`src/rtl/wb_regfile_if.sv`:
```
// Writeback-side bundle: the MA/WB triple with its stall qualifier, the two
// decode read ports, and the retirement outputs.
interface wb_regfile_if #(
  parameter int unsigned DW  = 64,
  parameter int unsigned PCW = 64
) ();
  logic           stall;
  logic [PCW-1:0] wb_pc;
  logic [4:0]     wb_rd;
  logic [DW-1:0]  wb_data;
  logic [4:0]     rs1_idx;
  logic [4:0]     rs2_idx;
  logic [DW-1:0]  rs1_data;
  logic [DW-1:0]  rs2_data;
  logic           retire_valid;
  logic [PCW-1:0] retire_pc;
  logic [63:0]    instret;

  modport master (
    output stall, wb_pc, wb_rd, wb_data, rs1_idx, rs2_idx,
    input  rs1_data, rs2_data, retire_valid, retire_pc, instret
  );

  modport slave (
    input  stall, wb_pc, wb_rd, wb_data, rs1_idx, rs2_idx,
    output rs1_data, rs2_data, retire_valid, retire_pc, instret
  );
endinterface

```
`src/rtl/wb_regfile.sv`:
```
// Writeback stage: commits the MA/WB triple into the integer register file,
// serves two bypassed decode read ports and tracks retirement.
module wb_regfile #(
  parameter int unsigned NREG = 32,
  parameter int unsigned DW   = 64,
  parameter int unsigned PCW  = 64
) (
  input logic          clk,
  input logic          rst,
  wb_regfile_if.slave  bus
);

  logic [DW-1:0]  regs_q [NREG];
  logic           retire_valid_q;
  logic [PCW-1:0] retire_pc_q;
  logic [63:0]    instret_q;

  logic commit;
  logic fire;

  assign commit = ~bus.stall & (bus.wb_rd != 5'd0);
  assign fire   = ~bus.stall & (bus.wb_pc != '0);

  // Entry 0 is never written, so it stays at its reset value of zero.
  always_ff @(posedge clk or posedge rst) begin
    if (rst) begin
      for (int i = 0; i < int'(NREG); i++) begin
        regs_q[i] <= '0;
      end
    end else if (commit) begin
      regs_q[bus.wb_rd] <= bus.wb_data;
    end
  end

  always_ff @(posedge clk or posedge rst) begin
    if (rst) begin
      retire_valid_q <= 1'b0;
      retire_pc_q    <= '0;
      instret_q      <= '0;
    end else begin
      retire_valid_q <= fire;
      if (fire) begin
        retire_pc_q <= bus.wb_pc;
        instret_q   <= instret_q + 64'd1;
      end
    end
  end

  // Bypass ignores stall: the held triple is what decode must see.
  always_comb begin
    bus.rs1_data = '0;
    if (bus.rs1_idx != 5'd0) begin
      if (bus.rs1_idx == bus.wb_rd) begin
        bus.rs1_data = bus.wb_data;
      end else begin
        bus.rs1_data = regs_q[bus.rs1_idx];
      end
    end
  end

  always_comb begin
    bus.rs2_data = '0;
    if (bus.rs2_idx != 5'd0) begin
      if (bus.rs2_idx == bus.wb_rd) begin
        bus.rs2_data = bus.wb_data;
      end else begin
        bus.rs2_data = regs_q[bus.rs2_idx];
      end
    end
  end

  assign bus.retire_valid = retire_valid_q;
  assign bus.retire_pc    = retire_pc_q;
  assign bus.instret      = instret_q;

endmodule

```
`src/flat_wrapper.sv`:
```
// flat-port wrapper written by rule: the top's interface ports become plain ports
module wb_regfile_flat 
#(
  parameter int unsigned NREG = 32,
  parameter int unsigned DW   = 64,
  parameter int unsigned PCW  = 64
)
  (clk, rst, bus_stall, bus_wb_pc, bus_wb_rd, bus_wb_data, bus_rs1_idx, bus_rs2_idx, bus_rs1_data, bus_rs2_data, bus_retire_valid, bus_retire_pc, bus_instret);
  wb_regfile_if #(.DW(DW), .PCW(PCW)) bus_i ();
  input logic clk;
  input logic rst;
  input wire logic [$bits(bus_i.stall)-1:0] bus_stall;
  input wire logic [$bits(bus_i.wb_pc)-1:0] bus_wb_pc;
  input wire logic [$bits(bus_i.wb_rd)-1:0] bus_wb_rd;
  input wire logic [$bits(bus_i.wb_data)-1:0] bus_wb_data;
  input wire logic [$bits(bus_i.rs1_idx)-1:0] bus_rs1_idx;
  input wire logic [$bits(bus_i.rs2_idx)-1:0] bus_rs2_idx;
  output wire logic [$bits(bus_i.rs1_data)-1:0] bus_rs1_data;
  output wire logic [$bits(bus_i.rs2_data)-1:0] bus_rs2_data;
  output wire logic [$bits(bus_i.retire_valid)-1:0] bus_retire_valid;
  output wire logic [$bits(bus_i.retire_pc)-1:0] bus_retire_pc;
  output wire logic [$bits(bus_i.instret)-1:0] bus_instret;
  assign bus_i.stall = bus_stall;
  assign bus_i.wb_pc = bus_wb_pc;
  assign bus_i.wb_rd = bus_wb_rd;
  assign bus_i.wb_data = bus_wb_data;
  assign bus_i.rs1_idx = bus_rs1_idx;
  assign bus_i.rs2_idx = bus_rs2_idx;
  assign bus_rs1_data = bus_i.rs1_data;
  assign bus_rs2_data = bus_i.rs2_data;
  assign bus_retire_valid = bus_i.retire_valid;
  assign bus_retire_pc = bus_i.retire_pc;
  assign bus_instret = bus_i.instret;
  wb_regfile #(.NREG(NREG), .DW(DW), .PCW(PCW)) u_core (.clk(clk), .rst(rst), .bus(bus_i));
endmodule
```
`config.mk`:
```
export PLATFORM = sky130hd
export DESIGN_NAME = wb_regfile_flat
export DESIGN_NICKNAME = d
export VERILOG_FILES = /design/src/rtl/wb_regfile_if.sv /design/src/rtl/wb_regfile.sv /design/src/flat_wrapper.sv
export SDC_FILE = /design/constraint.sdc
export NUM_CORES = 2
export LEC_CHECK = 0
export CAP_MARGIN = 40
export CORE_ASPECT_RATIO = 0.6
export CORE_MARGIN = 1
export CORE_UTILIZATION = 60
export CTS_CLUSTER_SIZE = 20
export DETAILED_ROUTE_END_ITERATION = 8
export PLACE_DENSITY = 0.78
export SLEW_MARGIN = 5
export SYNTH_ARGS = -nofsm -noshare
export SYNTH_HDL_FRONTEND = slang
export SYNTH_SLANG_ARGS = --single-unit
```
`constraint.sdc`:
```
create_clock -name clk -period 76 [get_ports clk]
set_input_delay 7.6 -clock clk [delete_from_list [all_inputs] [get_ports clk]]
set_output_delay 7.6 -clock clk [all_outputs]
set_load 0.02 [all_outputs]
```
==> results.toml <==
[clock_network]
numCtsBuffers = 209
post_cts.repair.setup_buffers = 0
cts_sinks = 2177
clk_root_buffer_cell = "clkbuf_16"
post_cts_resize_count = 0
cts_max_level = 4
path_clk_slew_ns = 0.06
max-clock-path-buffers = 4
tritoncts_clock_tree = "done"
clk-insertion-delay-late_ns = 0.86
cts-hold-fix-buffers = 0

[run_status]
outcome = "finished, final reports clean"

[worst_setup_path]
critical_path.max_fanout = 108
critical_path.max_stage_delay_ns = 0.79
timing.critical_path.slowest_stage_cell = "buf_4"
cp-end-kind = "output pin"
worstPathArrival_ns = 13.38
timing.critical_path.required_ns = 68.40
timing.critical_path.from_type = "input port"
path_class = "input port to output pin"
r2r.worst_path.cells = 7
path_common_cell = "buf_4"
crit_chain = "buf_8 > buf_12 > buf_4 > buf_4 > buf_16 > buf_4 > mux4_2 > mux2_2 > nand2_1 > nand2_1 > a32o_1 > clkdlybuf4s50_1"

[global_routing]
grt_pass1_vias = 80900
grt_antenna_before_repair = 33
overflow = 0
grt_util_all_layers_pct = 41.7
grt_first_pass_wirelength_um = 582000
grt_start_max_net_pins = 189

[timing]
post-route-worst-setup-slack_ns = 55.02
total_negative_setup_slack_ns = 0
final_hold_viol_count = 0
final_min_period_over_clock_period_pct = 27.6
layout_min_cycle_time_ns = 20.98
timing.fmax_mhz = 47.7
slew_violations = 0
slew_headroom_pct = 12.2
finalSetupViolCount = 0
hold_ws_ns = 0.404
worst_clock_skew_ns = 0.00515
worst_pin_slew_ns = 1.32
grt_setup_unrepaired = "false"

[placement]
port_buffers = 402
place.gp.congestion = 0.912
post-dp-hpwl_um = 240000
pre_cts_ws_ns = 55.06

[floorplan]
core.rowCount = 123
placeableCoreArea_um2 = 188000
start_util_pct = 60.7
fp.dieArea_um2 = 192000
die_y_um = 340
io-pin-count = 403
die_w_um = 565

[yosys]
synth_enable_flop_cells = 0
postSynthRegisterBits = 2177
sequential_area_share_after_synthesis_pct = 47.7
syn_avg_cell_area_um2 = 14.3
syn_inst = 7978
synthesis.area_um2 = 114000
number_of_distinct_library_cells_after_synthesis = 50
synthesis.yosys.warnings = 0
net_count_after_synthesis = 8125
synth-async-reset-ratio_pct = 100
synth_flop_cell = "dfrtp_1"

[route]
drt-wirelength-per-cell_um = 37.5
route.detailed.vias_per_inst = 7.57
via_count = 80800
routed_wl_um = 400000
post-route-drc-count = 0
antenna_left = 0
dr.first_iter.drc_count = 12400
drt_first_pass_iters = 6

[finish]
fill_cells = 12400
drive_gt1_share_pct = 44.1
finish.net_count = 8139
layout.core_utilization_pct = 68.6
syn2layout_area_growth_pct = 13.1

[power]
p_leak_nw = 56.3
p_per_area_nw_per_um2 = 26.3
max-vdd-ir-drop_mv = 0.0191
finalPower_w = 0.00340

[hold_path]
holdPathStages = 0
hold_path.class = "flip-flop to flip-flop"

[run]
maxCapViolations = 0
synth_stat cells (3+ instances only):
cell type  number  area share [%]
a211oi_1      104            0.68
a21oi_1       102            0.45
a221o_1         5           0.044
a221oi_1       15            0.11
a22o_1         15            0.11
a22oi_1       177             1.2
a32o_1        113            0.99
and2_1         11           0.060
and3_1          6           0.033
and4_1          5           0.038
buf_1          55            0.18
buf_2         231             1.0
buf_4          16            0.11
clkbuf_1      597             2.0
dfrtp_1      2177              48
inv_1           4           0.013
mux2_2       2063              20
mux2i_1       523             4.6
mux4_2        808              16
nand2_1       467             1.5
nand3_1        32            0.14
nand3b_1        4           0.026
nand4_1        21            0.11
nand4_2         4           0.044
nor2_1         31            0.10
nor2_2          4           0.022
nor2b_1        11           0.060
nor3_1         16           0.070
nor3b_1         5           0.033
nor4_1         26            0.14
nor4_4          3           0.056
o211ai_1       24            0.16
o21ai_0        10           0.044
o221ai_1       95            0.73
o22ai_1       104            0.57
or3_1           6           0.033
xnor2_1        40            0.31
xor2_1         31            0.24
metrics by stage:
stage,instance area [µm²],std cells
after CTS,129000,10700
after detailed placement,122000,10300
after floorplan,114000,7978
final,129000,10700
after global routing,129000,10700
after global placement,120000,10200
layout make-up:
type                    count  area, µm²  area share, %
well taps                2500       3130           2.42
clock buffers             298       6160           4.77
multi-input cells        4896      56500           43.7
repair buffers            702       7890           6.10
clock inverters            73       1040          0.802
diodes                     19       47.5         0.0368
flip-flops and latches   2177      54500           42.2
inverters                   6       30.0         0.0232
layout by cell type (no fill, tap or decap), types with 17 or more instances in the layout:
master	instances
nor4_1	25
a32o_1	113
clkbuf_8	51
nand3_1	32
clkbuf_1	34
clkinv_2	41
bufinv_16	26
clkdlybuf4s50_1	392
dfrtp_1	2177
nand4_1	21
buf_4	184
a211oi_1	104
nand2_1	448
buf_8	47
mux4_2	808
mux2_2	2063
buf_16	51
o22ai_1	104
o211ai_1	24
mux2i_1	523
xnor2_1	40
xor2_1	31
o221ai_1	95
clkbuf_16	213
nand2_4	17
a21oi_1	102
a22oi_1	177
buf_12	20
diode_2	19
nor2_1	18
critical path, delay by kind of cell:
family	cells	cell delay, ns
AO/OA/AOI/OAI	1	0.39
AND/OR/NAND/NOR	2	0.16
buffers and inverters	7	3.97
multiplexers	2	0.87
power by group:
| group | internal [W] | switching, W |
|---|---|---|
| sequential | 0.00137 | 0.000172 |
| combinational | 0.000412 | 0.000323 |
| clock | 0.000650 | 0.000471 |
cell families (layout without fill, tap and decap cells):
family                   count (synthesis)  count (layout)  share of synthesized area (%)
adder cells (fa/ha/maj)                  1               1                         0.0109
buffers and inverters                  905            1079                           3.28
multiplexers                          3394            3394                           40.8
flip-flops                            2177            2177                           47.7
other                                    0              19                              0
AO/OA/AOI/OAI                          768             768                           5.08
AND/OR/NAND/NOR                        662             662                           2.59
XOR/XNOR                                71              71                          0.544
worst paths after layout:
path	slack, ns	start	to
worst max-delay path	55.02	bus_rs2_idx[0]	bus_rs2_data[34]
worst min-delay path	0.40	u_core.regs_q[1988]$_DFFE_PP0P_	u_core.regs_q[1988]$_DFFE_PP0P_
min in group asynchronous	7.25	rst	u_core.regs_q[1666]$_DFFE_PP0P_
worst max register to register	73.35	u_core.bus.instret[7]$_DFFE_PP0P_	u_core.bus.instret[50]$_DFFE_PP0P_
max in group asynchronous	64.61	rst	u_core.regs_q[1977]$_DFFE_PP0P_
worst min register to register	0.40	u_core.regs_q[1988]$_DFFE_PP0P_	u_core.regs_q[1988]$_DFFE_PP0P_
layer usage:
metal | wire length [µm] | vias to the layer above | GRT usage (%) | share of wire [%]
met2 | 166000 | 6233 | 56.9 | 42
met4 | 21600 | 30 | 18.9 | 5.4
met3 | 58800 | 1345 | 16.4 | 15
met1 | 153000 | 42500 | 59.0 | 38
met5 | 210 | - | 0 | 0.053
li1 | - | 30600 | - | -
sequential cells by signal (all words and copies together) (netlist names):
signal / flops
u_core.regs_q: 2048
u_core.bus.retire_pc: 64
u_core.bus.instret: 64
u_core.bus.retire_valid: 1
Power figures use the tool's default switching activity.
